===== src/rtl/axi_lite_timer.sv =====
// AXI4-Lite timer peripheral: prescaled 32-bit up-counter with compare match,
// one-shot / auto-reload modes, sticky MATCH flag and level interrupt.
module axi_lite_timer #(
  parameter int ADDR_WIDTH  = 5,
  parameter int PRESC_WIDTH = 16
) (
  input  logic                  clk,
  input  logic                  rst,
  input  logic                  s_axi_awvalid,
  output logic                  s_axi_awready,
  input  logic [ADDR_WIDTH-1:0] s_axi_awaddr,
  input  logic                  s_axi_wvalid,
  output logic                  s_axi_wready,
  input  logic [31:0]           s_axi_wdata,
  input  logic [3:0]            s_axi_wstrb,
  output logic                  s_axi_bvalid,
  input  logic                  s_axi_bready,
  output logic [1:0]            s_axi_bresp,
  input  logic                  s_axi_arvalid,
  output logic                  s_axi_arready,
  input  logic [ADDR_WIDTH-1:0] s_axi_araddr,
  output logic                  s_axi_rvalid,
  input  logic                  s_axi_rready,
  output logic [31:0]           s_axi_rdata,
  output logic [1:0]            s_axi_rresp,
  output logic                  irq
);
  localparam logic [1:0] RESP_OKAY   = 2'b00;
  localparam logic [1:0] RESP_SLVERR = 2'b10;
  localparam logic [2:0] R_CTRL = 3'd0, R_PRESC = 3'd1, R_CMP = 3'd2,
                         R_COUNT = 3'd3, R_STATUS = 3'd4;

  logic                   aw_held, w_held;
  logic [2:0]             aw_idx;
  logic [31:0]            wdata_q;
  logic [3:0]             wstrb_q;
  logic                   en, auto_rld, irq_en, match;
  logic [PRESC_WIDTH-1:0] prescale, presc_cnt;
  logic [31:0]            compare, count;
  logic                   aw_hs, w_hs, ar_hs, wr_fire;
  logic                   wr_ctrl, wr_presc, wr_cmp, wr_count, wr_status;
  logic                   tick, hit;
  logic [31:0]            rd_data;
  logic                   rd_err;
  logic                   unused_addr;

  function automatic logic [31:0] merge(input logic [31:0] old, input logic [31:0] d,
                                        input logic [3:0] s);
    logic [31:0] r;
    for (int i = 0; i < 4; i++) r[8*i +: 8] = s[i] ? d[8*i +: 8] : old[8*i +: 8];
    return r;
  endfunction

  // Readies are forced low while reset is asserted so an aborted transfer
  // cannot complete a handshake.
  assign s_axi_awready = !rst && !aw_held && !s_axi_bvalid;
  assign s_axi_wready  = !rst && !w_held && !s_axi_bvalid;
  assign s_axi_arready = !rst && !s_axi_rvalid;

  assign aw_hs   = s_axi_awvalid && s_axi_awready;
  assign w_hs    = s_axi_wvalid && s_axi_wready;
  assign ar_hs   = s_axi_arvalid && s_axi_arready;
  assign wr_fire = aw_held && w_held;

  assign wr_ctrl   = wr_fire && aw_idx == R_CTRL;
  assign wr_presc  = wr_fire && aw_idx == R_PRESC;
  assign wr_cmp    = wr_fire && aw_idx == R_CMP;
  assign wr_count  = wr_fire && aw_idx == R_COUNT;
  assign wr_status = wr_fire && aw_idx == R_STATUS;

  assign tick = en && presc_cnt == prescale;
  assign hit  = tick && count == compare;
  assign irq  = match && irq_en;

  assign unused_addr = ^{s_axi_awaddr, s_axi_araddr};

  always_ff @(posedge clk or posedge rst) begin
    if (rst) begin
      aw_held      <= 1'b0;
      w_held       <= 1'b0;
      aw_idx       <= '0;
      wdata_q      <= '0;
      wstrb_q      <= '0;
      s_axi_bvalid <= 1'b0;
      s_axi_bresp  <= RESP_OKAY;
    end else begin
      if (aw_hs) begin
        aw_held <= 1'b1;
        aw_idx  <= s_axi_awaddr[4:2];
      end
      if (w_hs) begin
        w_held  <= 1'b1;
        wdata_q <= s_axi_wdata;
        wstrb_q <= s_axi_wstrb;
      end
      if (wr_fire) begin
        aw_held      <= 1'b0;
        w_held       <= 1'b0;
        s_axi_bvalid <= 1'b1;
        s_axi_bresp  <= (aw_idx <= R_STATUS) ? RESP_OKAY : RESP_SLVERR;
      end else if (s_axi_bvalid && s_axi_bready) begin
        s_axi_bvalid <= 1'b0;
      end
    end
  end

  always_comb begin
    rd_data = '0;
    rd_err  = 1'b0;
    case (s_axi_araddr[4:2])
      R_CTRL:   rd_data = {29'd0, irq_en, auto_rld, en};
      R_PRESC:  rd_data = 32'(prescale);
      R_CMP:    rd_data = compare;
      R_COUNT:  rd_data = count;
      R_STATUS: rd_data = {31'd0, match};
      default:  rd_err  = 1'b1;
    endcase
  end

  // Read data is sampled from register state before this cycle's write lands.
  always_ff @(posedge clk or posedge rst) begin
    if (rst) begin
      s_axi_rvalid <= 1'b0;
      s_axi_rdata  <= '0;
      s_axi_rresp  <= RESP_OKAY;
    end else if (ar_hs) begin
      s_axi_rvalid <= 1'b1;
      s_axi_rdata  <= rd_data;
      s_axi_rresp  <= rd_err ? RESP_SLVERR : RESP_OKAY;
    end else if (s_axi_rvalid && s_axi_rready) begin
      s_axi_rvalid <= 1'b0;
    end
  end

  always_ff @(posedge clk or posedge rst) begin
    if (rst) begin
      en        <= 1'b0;
      auto_rld  <= 1'b0;
      irq_en    <= 1'b0;
      match     <= 1'b0;
      prescale  <= '0;
      presc_cnt <= '0;
      compare   <= '0;
      count     <= '0;
    end else begin
      if (!en || tick) presc_cnt <= '0;
      else             presc_cnt <= presc_cnt + PRESC_WIDTH'(1);

      if (wr_count)                 count <= merge(count, wdata_q, wstrb_q);
      else if (hit && auto_rld)     count <= '0;
      else if (tick && !hit)        count <= count + 32'd1;

      if (hit)                                       match <= 1'b1;
      else if (wr_status && wstrb_q[0] && wdata_q[0]) match <= 1'b0;

      if (wr_ctrl && wstrb_q[0]) {irq_en, auto_rld, en} <= wdata_q[2:0];
      // One-shot completion overrides a simultaneous software enable.
      if (hit && !auto_rld) en <= 1'b0;

      if (wr_presc) prescale <= PRESC_WIDTH'(merge(32'(prescale), wdata_q, wstrb_q));
      if (wr_cmp)   compare  <= merge(compare, wdata_q, wstrb_q);
    end
  end
endmodule


===== config.mk =====
export PLATFORM = sky130hd
export DESIGN_NAME = axi_lite_timer
export DESIGN_NICKNAME = d
export VERILOG_FILES = /design/src/rtl/axi_lite_timer.sv
export SDC_FILE = /design/constraint.sdc
export NUM_CORES = 1
export LEC_CHECK = 0
export CORE_MARGIN = 4
export CORE_UTILIZATION = 60
export CTS_CLUSTER_DIAMETER = 80
export CTS_CLUSTER_SIZE = 20
export DETAILED_ROUTE_END_ITERATION = 8
export PLACE_DENSITY_LB_ADDON = 0.25
export SYNTH_ARGS = -nofsm -noshare
export SYNTH_HDL_FRONTEND = slang
export SYNTH_SLANG_ARGS = --single-unit

===== constraint.sdc =====
create_clock -name clk -period 14.4 [get_ports clk]
set_input_delay 1.44 -clock clk [delete_from_list [all_inputs] [get_ports clk]]
set_output_delay 1.44 -clock clk [all_outputs]
set_load 0.1 [all_outputs]

==> impl_metrics.ini <==
[run_status]
run_status = finished, final reports clean

[drt]
detailedRoute.firstPassIterationCount = 5
avgRoutedWirePerCell_um = 20.3
detailroute.via_count = 6758
wl_mm = 21.6
drt_iter0_markers = 678
remaining_drc_errors = 0
post_drt_via_cell_ratio = 6.34
met2_length_mm = 10.8
dr_wl_met3_mm = 1.30
detail-route-antenna-nets = 0
highest_metal_layer_with_signal_wires = met4
routedLengthMet1_mm = 8.89

[synthesis]
yosys_register_bits = 177
post_synth_main_area_contributors = sky130_fd_sc_hd__dfrtp_1 50%, sky130_fd_sc_hd__mux2_2 13%, sky130_fd_sc_hd__xor2_1 3.5%, sky130_fd_sc_hd__nand2_1 2.9%, sky130_fd_sc_hd__a22oi_1 2.7%
netlist.top_cell.by_area = sky130_fd_sc_hd__dfrtp_1
synth_edf_count = 0
synthesis.area_per_instance_um2 = 10.8
synth-warning-count = 0
synth_cells = 811
seq_area_frac_synth = 0.504
synth_largest_type_area_fraction = 0.504
top_ff_cell_synth = sky130_fd_sc_hd__dfrtp_1
syn-cell-area_um2 = 8790
ys_async_sr_fraction = 1.00
synth_cell_type_count = 55

[worst_setup_path]
category_of_cells_accounting_for_the_largest_share_of_critical_path_delay = buffers and inverters
timing.critical_path.mode_cell = sky130_fd_sc_hd__clkdlybuf4s50_1
critical_path_buf_inv_count = 2
crit_path_end_kind = output port
cp-start-kind = input pin
critical_path_arrival_ps = 3420
critical-path-max-stage-delay_ps = 1180
critical_path_required_ps = 12960
crit_type = input pin to output port
crit_path_max_fanout = 4
worst_path_max_delay_cell = sky130_fd_sc_hd__clkdlybuf4s50_1
cp_cell_sequence = clkdlybuf4s50_1 -> nor3_1 -> clkdlybuf4s50_1

[final_layout]
most-common-layout-cells = 177 x sky130_fd_sc_hd__dfrtp_1, 102 x sky130_fd_sc_hd__mux2_2, 87 x sky130_fd_sc_hd__clkdlybuf4s50_1
area_growth_syn_to_layout_pct = 17.2
most_frequent_standard_cell_in_the_layout_excluding_fill_and_tap_cells = sky130_fd_sc_hd__dfrtp_1
layout.nets = 928
number_of_diodes_added_for_antenna_fixing = 0
post_route_cells_drive_above_1_share = 0.172

[clock_tree]
ctsLongestPathBuffers = 2
cts_hold_buf = 0
ctsHtreeMaxLevel = 4
cell_at_the_root_of_the_clock_tree = sky130_fd_sc_hd__clkbuf_16
post_cts.resized_instances = 0
number_of_sinks_on_the_clock_net = 177
tritoncts = built
clk_latency_ps = 440
worst_setup_hold_path_clk_slew_ps = 60
number_of_buffers_inserted_during_clock_tree_synthesis = 17
cts_setup_buffers = 0

[place]
io_buffers = 88
hpwl_mm = 14.7
pre_cts_ws_ps = 9550
gp_congestion = 0.884

[job]
drv_cap = 0

[floorplan]
chipWidth_um = 129
num_io_pins = 95
total_die_area_um2 = 16700
start_util = 0.624
cell_row_count = 43
die_y_extent_um = 129
placeableCoreArea_um2 = 14100

[power]
leakage_uw = 0.00444
power_per_cell_area_nw_per_um2 = 167
irDropWorstVdd_uv = 139

[timing]
final_critical_path_setup_slack_ps = 9540
grt_setup_unrepaired = no
final-max-slew-violation-count = 0
setup_total_negative_slack_ps = 0
timing.slew.headroom = 0.275
timing.final.crit_share = 0.337
final-hold-violation-count = 0
finalClockSkew_ps = 9.43
worstMarginPinSlew_ps = 1090
fmaxAchievable_mhz = 206
finalCriticalPeriod_ps = 4860
setup-violations-final = 0

[global_routing]
grt_max_degree = 102
grt_use_total = 0.270
number_of_antenna_violations_at_the_first_check_in_global_routing = 0
grt_remaining_overflow = 0
grt_pass1_wl_mm = 35.3
number_of_global_route_vias_before_repair = 6919

[hold_path]
timing.hold.worst.class = register to register
[cell families after synthesis]
group | Yosys count | synth area share
AOI/OAI and AO/OA | 162 | 0.121
xor gates and xnor gates | 58 | 0.0578
adders and majority gates | 2 | 0.00285
buffers and inverters | 81 | 0.0399
DFF | 177 | 0.504
muxes | 122 | 0.158
other | 1 | 0.000427
and+or+nand+nor | 208 | 0.116
[cells in the mapped netlist, types with 7 or more instances]
cell type and count:
sky130_fd_sc_hd__buf_2 17, sky130_fd_sc_hd__inv_1 31, sky130_fd_sc_hd__nor2_1 43, sky130_fd_sc_hd__and2_1 9, sky130_fd_sc_hd__a21oi_1 26, sky130_fd_sc_hd__xnor2_1 23, sky130_fd_sc_hd__o21ai_0 42, sky130_fd_sc_hd__dfrtp_1 177
sky130_fd_sc_hd__nand4_1 16, sky130_fd_sc_hd__nand2_1 69, sky130_fd_sc_hd__xor2_1 35, sky130_fd_sc_hd__o21bai_1 7, sky130_fd_sc_hd__mux2_2 102, sky130_fd_sc_hd__nor3_1 10, sky130_fd_sc_hd__clkbuf_1 19, sky130_fd_sc_hd__a22oi_1 32
sky130_fd_sc_hd__a22o_1 9, sky130_fd_sc_hd__mux2i_1 17, sky130_fd_sc_hd__o22ai_1 16, sky130_fd_sc_hd__nor4_1 9, sky130_fd_sc_hd__nand3_1 25
[metrics by stage]
stage / cell area (um2) / util / total power [uW] / std cells / hold slack, ps
6_report: 10300 / 0.731 / 1720 / 1066 / 479
5_1_grt: 10300 / 0.731 / 1790 / 1066 / 509
4_1_cts: 10300 / 0.731 / 1720 / 1066 / 485
3_5_place_dp: 9700 / 0.688 / 1240 / 1034 / 470
3_3_place_gp: 9700 / 0.688 / 1220 / 1034 / 460
2_1_floorplan: 8790 / - / 1090 / 812 / 459
[final cells by class]
class | count | area [um2]
inverters | 31 | 121
multi-input cells | 554 | 4020
repair buffers | 92 | 906
flip-flops and latches | 177 | 4430
clock buffers | 20 | 447
well taps | 180 | 225
fillers | 958 | 3790
clock inverters | 12 | 160
[power by group]
group / leakage, uW / switching, uW / internal (uW)
Combinational: 0.00185 / 286 / 189
Sequential: 0.00233 / 150 / 616
Clock: 0.000271 / 199 / 278
Total: 0.00444 / 635 / 1080
[path summary, 6_finish.rpt]
kind                                              from                          end  slack, ps  cells past startpoint
max                                                rst                s_axi_awready       9540                      3
min                        s_axi_rdata[23]$_DFFE_PP0P_  s_axi_rdata[23]$_DFFE_PP0P_        480                      2
max reg2reg                      count[14]$_DFFE_PP0P_        count[10]$_DFFE_PP0P_      11480                      8
min reg2reg                s_axi_rdata[23]$_DFFE_PP0P_  s_axi_rdata[23]$_DFFE_PP0P_        480                      2
max in group asynchronous                          rst        count[29]$_DFFE_PP0P_      11190                      3
min in group asynchronous                          rst            match$_DFFE_PP0P_       1680                      2
[layer usage]
| metal | global-route usage | vias up |
|---|---|---|
| li1 | - | 3008 |
| met1 | 0.361 | 3411 |
| met2 | 0.445 | 290 |
| met3 | 0.0466 | 49 |
| met4 | 0.107 | 0 |
| met5 | 0 | - |
[worst min-delay path, stage by stage, from the launching register on]
cell	delay, ps
sky130_fd_sc_hd__dfrtp_1	340
sky130_fd_sc_hd__nand2_1	40
sky130_fd_sc_hd__o21ai_0	60
[flip-flops by register name (all words and copies together), names as in the netlist, 3 cells and up]
name	cells
prescale	16
s_axi_rdata	32
presc_cnt	16
compare	32
count	32
wstrb_q	4
wdata_q	32
aw_idx	3
No activity file was read; power rests on OpenSTA's default activity.
